<file path="src/rtl/pool_reader_if.sv">
// pool_reader_if -- output beat channel of pool_reader.
//   out_vld  : beat valid (source -> sink)
//   out_rdy  : sink ready (sink -> source)
//   out_d1/2/3 : channel 0/1/2 element at the current position
//   out_cnt  : position index of the current beat
//   out_last : high with the final position's beat
// master = beat source (pool_reader), slave = beat sink.
interface pool_reader_if #(
  parameter int DW = 8
);
  logic          out_vld;
  logic          out_rdy;
  logic [DW-1:0] out_d1;
  logic [DW-1:0] out_d2;
  logic [DW-1:0] out_d3;
  logic [3:0]    out_cnt;
  logic          out_last;

  modport master (
    output out_vld,
    input  out_rdy,
    output out_d1,
    output out_d2,
    output out_d3,
    output out_cnt,
    output out_last
  );

  modport slave (
    input  out_vld,
    output out_rdy,
    input  out_d1,
    input  out_d2,
    input  out_d3,
    input  out_cnt,
    input  out_last
  );
endinterface

</file>
<file path="src/rtl/pool_reader.sv">
// pool_reader -- snapshots a flat CH x POS pool buffer on start and streams it
// out one position per beat (channels 0..2 side by side) under valid/ready.
// Ports:
//   clk, rst_n : clock, asynchronous active-low reset
//   start      : begin readout (accepted only when idle)
//   clr        : synchronous abort back to idle (wins over start)
//   pool_lin   : flat buffer, element (c,p) at bit offset (c*POS+p)*DW
//   out_if     : beat channel (out_vld/out_rdy/out_d1..3/out_cnt/out_last)
//   busy       : high whenever not idle
//   done       : one-cycle pulse after the final beat is accepted
// All outputs decode from registers only (state, cnt, shadow copy).
module pool_reader #(
  parameter int DW  = 8,
  parameter int CH  = 3,
  parameter int POS = 9
) (
  input  logic                   clk,
  input  logic                   rst_n,
  input  logic                   start,
  input  logic                   clr,
  input  logic [CH*POS*DW-1:0]   pool_lin,
  pool_reader_if.master          out_if,
  output logic                   busy,
  output logic                   done
);

  localparam int CW = 4;
  localparam logic [CW-1:0] LAST_CNT = CW'(POS - 1);

  typedef enum logic [1:0] {
    S_IDLE = 2'd0,
    S_SEND = 2'd1,
    S_DONE = 2'd2
  } state_t;

  state_t                state_q, state_d;
  logic [CW-1:0]         cnt_q, cnt_d;
  logic [CH*POS*DW-1:0]  shadow_q;
  logic                  capture;
  logic [DW-1:0]         d1, d2, d3;

  // State and counter register
  always_ff @(posedge clk or negedge rst_n) begin
    if (!rst_n) begin
      state_q <= S_IDLE;
      cnt_q   <= '0;
    end else begin
      state_q <= state_d;
      cnt_q   <= cnt_d;
    end
  end

  // Shadow copy; only reloaded on an accepted start, kept across clr
  always_ff @(posedge clk or negedge rst_n) begin
    if (!rst_n) begin
      shadow_q <= '0;
    end else if (capture) begin
      shadow_q <= pool_lin;
    end
  end

  // Next-state / counter logic. In SEND out_vld is 1, so out_rdy alone
  // qualifies a transfer.
  always_comb begin
    state_d = state_q;
    cnt_d   = cnt_q;
    capture = 1'b0;
    if (clr) begin
      state_d = S_IDLE;
      cnt_d   = '0;
    end else begin
      unique case (state_q)
        S_IDLE: begin
          if (start) begin
            capture = 1'b1;
            cnt_d   = '0;
            state_d = S_SEND;
          end
        end
        S_SEND: begin
          if (out_if.out_rdy) begin
            if (cnt_q == LAST_CNT) begin
              cnt_d   = '0;
              state_d = S_DONE;
            end else begin
              cnt_d = cnt_q + CW'(1);
            end
          end
        end
        S_DONE: begin
          state_d = S_IDLE;
        end
        default: begin
          state_d = S_IDLE;
          cnt_d   = '0;
        end
      endcase
    end
  end

  // Per-channel element select at the current position
  always_comb begin
    d1 = '0;
    d2 = '0;
    d3 = '0;
    for (int unsigned p = 0; p < POS; p++) begin
      if (cnt_q == CW'(p)) begin
        d1 = shadow_q[(0 * POS + p) * DW +: DW];
        d2 = shadow_q[(1 * POS + p) * DW +: DW];
        d3 = shadow_q[(2 * POS + p) * DW +: DW];
      end
    end
  end

  assign out_if.out_vld  = (state_q == S_SEND);
  assign out_if.out_last = (state_q == S_SEND) && (cnt_q == LAST_CNT);
  assign out_if.out_cnt  = (state_q == S_SEND) ? cnt_q : '0;
  assign out_if.out_d1   = d1;
  assign out_if.out_d2   = d2;
  assign out_if.out_d3   = d3;

  assign busy = (state_q != S_IDLE);
  assign done = (state_q == S_DONE);

endmodule

</file>
<file path="src/flat_wrapper.sv">
// flat-port wrapper written by rule: the top's interface ports become plain ports
module pool_reader_flat 
#(
  parameter int DW  = 8,
  parameter int CH  = 3,
  parameter int POS = 9
)
  (clk, rst_n, start, clr, pool_lin, busy, done, out_if_out_vld, out_if_out_rdy, out_if_out_d1, out_if_out_d2, out_if_out_d3, out_if_out_cnt, out_if_out_last);
  pool_reader_if #(.DW(DW)) out_if_i ();
  input  logic clk;
  input  logic rst_n;
  input  logic start;
  input  logic clr;
  input  logic [CH*POS*DW-1:0] pool_lin;
  output logic busy;
  output logic done;
  output wire logic [$bits(out_if_i.out_vld)-1:0] out_if_out_vld;
  input wire logic [$bits(out_if_i.out_rdy)-1:0] out_if_out_rdy;
  output wire logic [$bits(out_if_i.out_d1)-1:0] out_if_out_d1;
  output wire logic [$bits(out_if_i.out_d2)-1:0] out_if_out_d2;
  output wire logic [$bits(out_if_i.out_d3)-1:0] out_if_out_d3;
  output wire logic [$bits(out_if_i.out_cnt)-1:0] out_if_out_cnt;
  output wire logic [$bits(out_if_i.out_last)-1:0] out_if_out_last;
  assign out_if_out_vld = out_if_i.out_vld;
  assign out_if_i.out_rdy = out_if_out_rdy;
  assign out_if_out_d1 = out_if_i.out_d1;
  assign out_if_out_d2 = out_if_i.out_d2;
  assign out_if_out_d3 = out_if_i.out_d3;
  assign out_if_out_cnt = out_if_i.out_cnt;
  assign out_if_out_last = out_if_i.out_last;
  pool_reader #(.DW(DW), .CH(CH), .POS(POS)) u_core (.clk(clk), .rst_n(rst_n), .start(start), .clr(clr), .pool_lin(pool_lin), .out_if(out_if_i), .busy(busy), .done(done));
endmodule
</file>
<file path="config.mk">
export PLATFORM = sky130hd
export DESIGN_NAME = pool_reader_flat
export DESIGN_NICKNAME = d
export VERILOG_FILES = /design/src/rtl/pool_reader_if.sv /design/src/rtl/pool_reader.sv /design/src/flat_wrapper.sv
export SDC_FILE = /design/constraint.sdc
export NUM_CORES = 1
export LEC_CHECK = 0
export CAP_MARGIN = 40
export CELL_PAD_IN_SITES_DETAIL_PLACEMENT = 1
export CELL_PAD_IN_SITES_GLOBAL_PLACEMENT = 1
export CORE_UTILIZATION = 36
export DETAILED_ROUTE_END_ITERATION = 8
export PLACE_DENSITY_LB_ADDON = 0.1
export SYNTH_ARGS = -nofsm -noshare
export SYNTH_HDL_FRONTEND = slang
export SYNTH_SLANG_ARGS = --single-unit
</file>
<file path="constraint.sdc">
create_clock -name clk -period 2.1 [get_ports clk]
set_input_delay 0.42 -clock clk [delete_from_list [all_inputs] [get_ports clk]]
set_output_delay 0.42 -clock clk [all_outputs]
set_load 0.005 [all_outputs]
</file>
Word level (Yosys, flattened, before mapping). Cells that the tools add are included.

Reductions and logical operators: 6. Add/sub/neg operators: 1. Mux-type cells: 41. Equality and inequality tests: 14.

Operators by type and width (number): $mux W8 (27); $mux W4 (5); $eq A4 B3 Y1 const B (4); $pmux W4 S3 (1); $eq A4 B2 Y1 const B (2); $mux W2 (4); $ne A3 B2 Y1 const B (2); $reduce_and A3 Y1 (2); $add A4 B1 Y4 const B (1); $eq A4 B1 Y1 const B (1); $eq A4 B4 Y1 const B (1); $logic_not A4 Y1 (1); $pmux W2 S2 (1); $mux W1 (3); $ne A3 B3 Y1 const B (1); $eq A2 B1 Y1 const B (1); $eq A2 B2 Y1 const B (1); $logic_not A2 Y1 (1); $ne A2 B2 Y1 const B (1); $reduce_bool A2 Y1 (1); $logic_and A1 B1 Y1 (1).

Flip-flop bits (word level): 222. Word-level logic and storage cells: 65. Output and inout bits: 32.

Depth between registers and ports, before layout.
Word-level depth: 10. Mapped depth: 9. Depth with buffers taken out: 6.

Worst setup path after synthesis. Ideal clock, no wire load.

Path kind: reg-to-output. From: register u_core.cnt_q[0]. To: output port out_if_out_d1[1]. Arrival time: 1.702 ns. Setup slack: -0.022 ns. Data required time: 1.680 ns. Path buffers: 3. Cell stages (with the launch flop): 10. Cells stage by stage: dfrtp_1 -> inv_1 -> ha_1 -> buf_2 -> and3b_1 -> buf_2 -> buf_6 -> a211oi_2 -> a31oi_1 -> a21boi_1.

Word-level cells in the longest chain between the ends: 10. Elaborated cells between the ends (all ways): 18.

RTL lines: start, declared (RTL line pool_reader.sv:37) `logic [CW-1:0] cnt_q, cnt_d;`; start signal, assigned (RTL line pool_reader.sv:49) `cnt_q <= cnt_d;`; $logic_not A4 Y1 (RTL line pool_reader.sv:107) `if (cnt_q == CW'(p)) begin`; $mux W8 (8 in a row) (RTL line pool_reader.sv:107); $mux W8 * (RTL line pool_reader.sv:107); end, declared (RTL line flat_wrapper.sv:19) `output wire logic [$bits(out_if_i.out_d1)-1:0] out_if_out_d1;`.

Every way passes the cells marked *; elsewhere a longest branch is shown, timed or not.

Final worst setup path.
From: register u_core.cnt_q[1]. To: output port out_if_out_d3[5].

Word-level cells in the longest chain between the ends: 10. Elaborated cells between the ends (all ways): 18.

RTL lines: $logic_not A4 Y1 (RTL line pool_reader.sv:107); $mux W8 (8 in a row) (RTL line pool_reader.sv:107); $mux W8 * (RTL line pool_reader.sv:107); end, declared (RTL line flat_wrapper.sv:21) `output wire logic [$bits(out_if_i.out_d3)-1:0] out_if_out_d3;`.

Marks and branches as above.

==> run summary <==
most frequent cells in the layout -> clkdlybuf4s50_1, dfrtp_1, mux2_2
# setup viols final -> 25
Post-synth EDFFs -> 0
Register Area -> 5560 µm²
initial core utilization -> 0.365
Die Ht -> 175 µm
Crit Path Max Fanout -> 4
synthesized area per cell -> 12.8 µm²
WHS -> 0.390 ns
Setup WS post-layout -> -0.873 ns
Syn Inst Count -> 843
Yosys reg bits -> 222
Iter 0 DRT Violations -> 364
Clock Latency Late Sink -> 0.53 ns
Synth Flop Type -> dfrtp_1
worst-case clock buffer depth -> 3
CTS Buf Count -> 26
clock slew at reported path FFs -> 0.06 ns
async set-reset flop share out of synthesis -> 1.00
H-Tree Depth -> 1
GPL Wtd Cong -> 0.807
largest net degree at the start of global routing -> 46
routed vias -> 8,541
crit-path cells -> buf_6 > ha_4 > and3b_2 > buf_12 > buf_12 > a211oi_4 > a31oi_1 > a21boi_2 > buf_2
maxcap violations -> 0
slowest stage delay, CP -> 0.41 ns
# IOs -> 253
pwr/cell area -> 762 nW/µm²
DR vias/cell -> 5.21
WL per Instance -> 23.0 µm
Worst R2R Start -> u_core.state_q[1]
leading cell type in the layout, fill and taps excluded -> clkdlybuf4s50_1
relative slew slack -> 0.479
Final Max Tran Viols -> 0
Reg2Reg Depth -> 5
r2r setup slk -> 0.19 ns
area of the core region -> 29,600 µm²
worst reg2reg path endpoint -> u_core.shadow_q[142]
Clock Skew -> 0.0111 ns
synthesized cell area -> 10,800 µm²
grt total ovfl -> 0
Finished Cell Area -> 16,500 µm²
Top delay family on crit path -> buffers and inverters
Worst Hold Class -> in -> async
Worst Setup Start Kind -> register
row cnt -> 63
IO Port Bufs -> 252
RSZ-0062 raised after global routing -> yes
Worst-Margin Slew -> 0.779 ns
critical path class -> reg -> out
Layout area overhead -> 52.7%
Worst Setup End Kind -> primary output
final WL -> 37,600 µm
number of global-route vias before repair -> 9,445
Post-layout nets -> 1,454
Worst Path Buf+Inv -> 4
Placed Area -> 14,400 µm²
Antenna Violating Nets Remaining -> 0
Clock Sinks -> 222
TritonCTS clock tree -> built
CP max-delay cell -> dfrtp_1
Die Wd -> 175 µm
final worst-path cycle share -> 1.42
multi-input logic area -> 5120 µm²
Pleak -> 7.00 nW
Seq/Total Area, Yosys -> 0.514
crit path time final -> 2.97 ns
Data arrival, critical path -> 2.55 ns
gr usage total -> 0.246
Die Area -> 30,700 µm²
peak supply drop -> 0.518 mV
DRT Pass-1 Iters -> 4
DP HPWL -> 24,400 µm
Worst Path Required -> 1.68 ns
first-pass GRT wire length -> 57,500 µm
Critical Path Start -> u_core.cnt_q[1]
clock root buffer -> clkbuf_16
Hold Fails Final Rpt -> 0
violated checks -> negative setup slack
status -> finished, violations left
Final Power -> 0.0126 W
layout cells sized above 1 -> 0.355
FILL cells -> 3,032
Syn Nets -> 1,068
initial antenna violation count -> 2
Crit path top cell by count -> buf_12
synth unique cells -> 38
synth warn -> 0
fmax -> 336 MHz
# DRC -> 0
Setup WS pre-CTS -> -0.761 ns
==> timing repair <==
item / CTS / global route
setup buffers: 68 / 16
endpoints found under the hold margin: 39 / 0
setup endpoints to repair: 32 / 29
hold buffers: 1 / 0
gates cloned: 9 / 2
resized for setup: 217 / 24
pin swaps: 53 / 36
==> worst max-delay path by stage <==
stage	endpoint	cells past startpoint	slack (ns)
3_3_place_gp	out_if_out_d1[3]	9	-0.73
3_5_place_dp	out_if_out_d1[3]	9	-0.76
6_report	out_if_out_d3[5]	9	-0.87
5_1_grt	out_if_out_d3[7]	10	-0.96
4_1_cts	out_if_out_d1[2]	11	-0.90
2_1_floorplan	out_if_out_d1[1]	9	-0.005
==> synth_stat cells, types with 24 or more instances <==
library cell  count  share of area
a21boi_1         24          0.017
o22ai_1          24          0.014
a21oi_1          24          0.011
mux2_1          100           0.10
mux2_2          117           0.12
a31oi_1          48          0.028
nand3b_1         24          0.017
nand2b_1         24          0.014
a221o_1          48          0.044
dfrtp_1         222           0.51
inv_1            52          0.018
==> metal layers <==
metal,track usage,vias to the layer above,part of all wire
met4,0.0587,2,0.024
li1,-,3881,-
met2,0.408,216,0.49
met3,0.0452,57,0.051
met5,0,-,0.00029
met1,0.332,4385,0.44
==> metrics by stage <==
stage	setup TNS, ns	util	instances
finish	-20.00	0.557	1639
detailed placement	-23.04	0.485	1503
CTS	-20.51	0.555	1628
global route	-22.40	0.557	1638
floorplan	-0.105	-	843
global placement	-23.02	0.485	1503
==> report_power, final <==
group	internal (W)	switching [W]
Sequential	0.00509	0.000504
Combinational	0.00159	0.00102
Clock	0.00260	0.00178
==> area by class of cell <==
cell class | instances | area share
diodes | 1 | 0.000151
clock buffers | 45 | 0.0492
clock inverters | 2 | 0.000606
inverters | 52 | 0.0118
multi-input cells | 500 | 0.310
flip-flops and latches | 222 | 0.337
well taps | 390 | 0.0295
repair buffers | 427 | 0.262
==> flip-flops by register name, indices dropped and copies added, names as in the netlist <==
name             count
u_core.shadow_q    216
u_core.cnt_q         4
u_core.state_q       2
==> logic make-up (layout without fill, tap and decap cells) <==
logic type      after synthesis  count (layout)  synth area share
buf+inv                     123             526            0.0621
other cells                   0               1                 0
flops                       222             222             0.514
mux                         217             217             0.226
simple gates                 77              79            0.0485
fa+ha+maj                     4               4           0.00463
compound gates              200             200             0.145
Note: power is estimated with default switching activity, not from simulation.
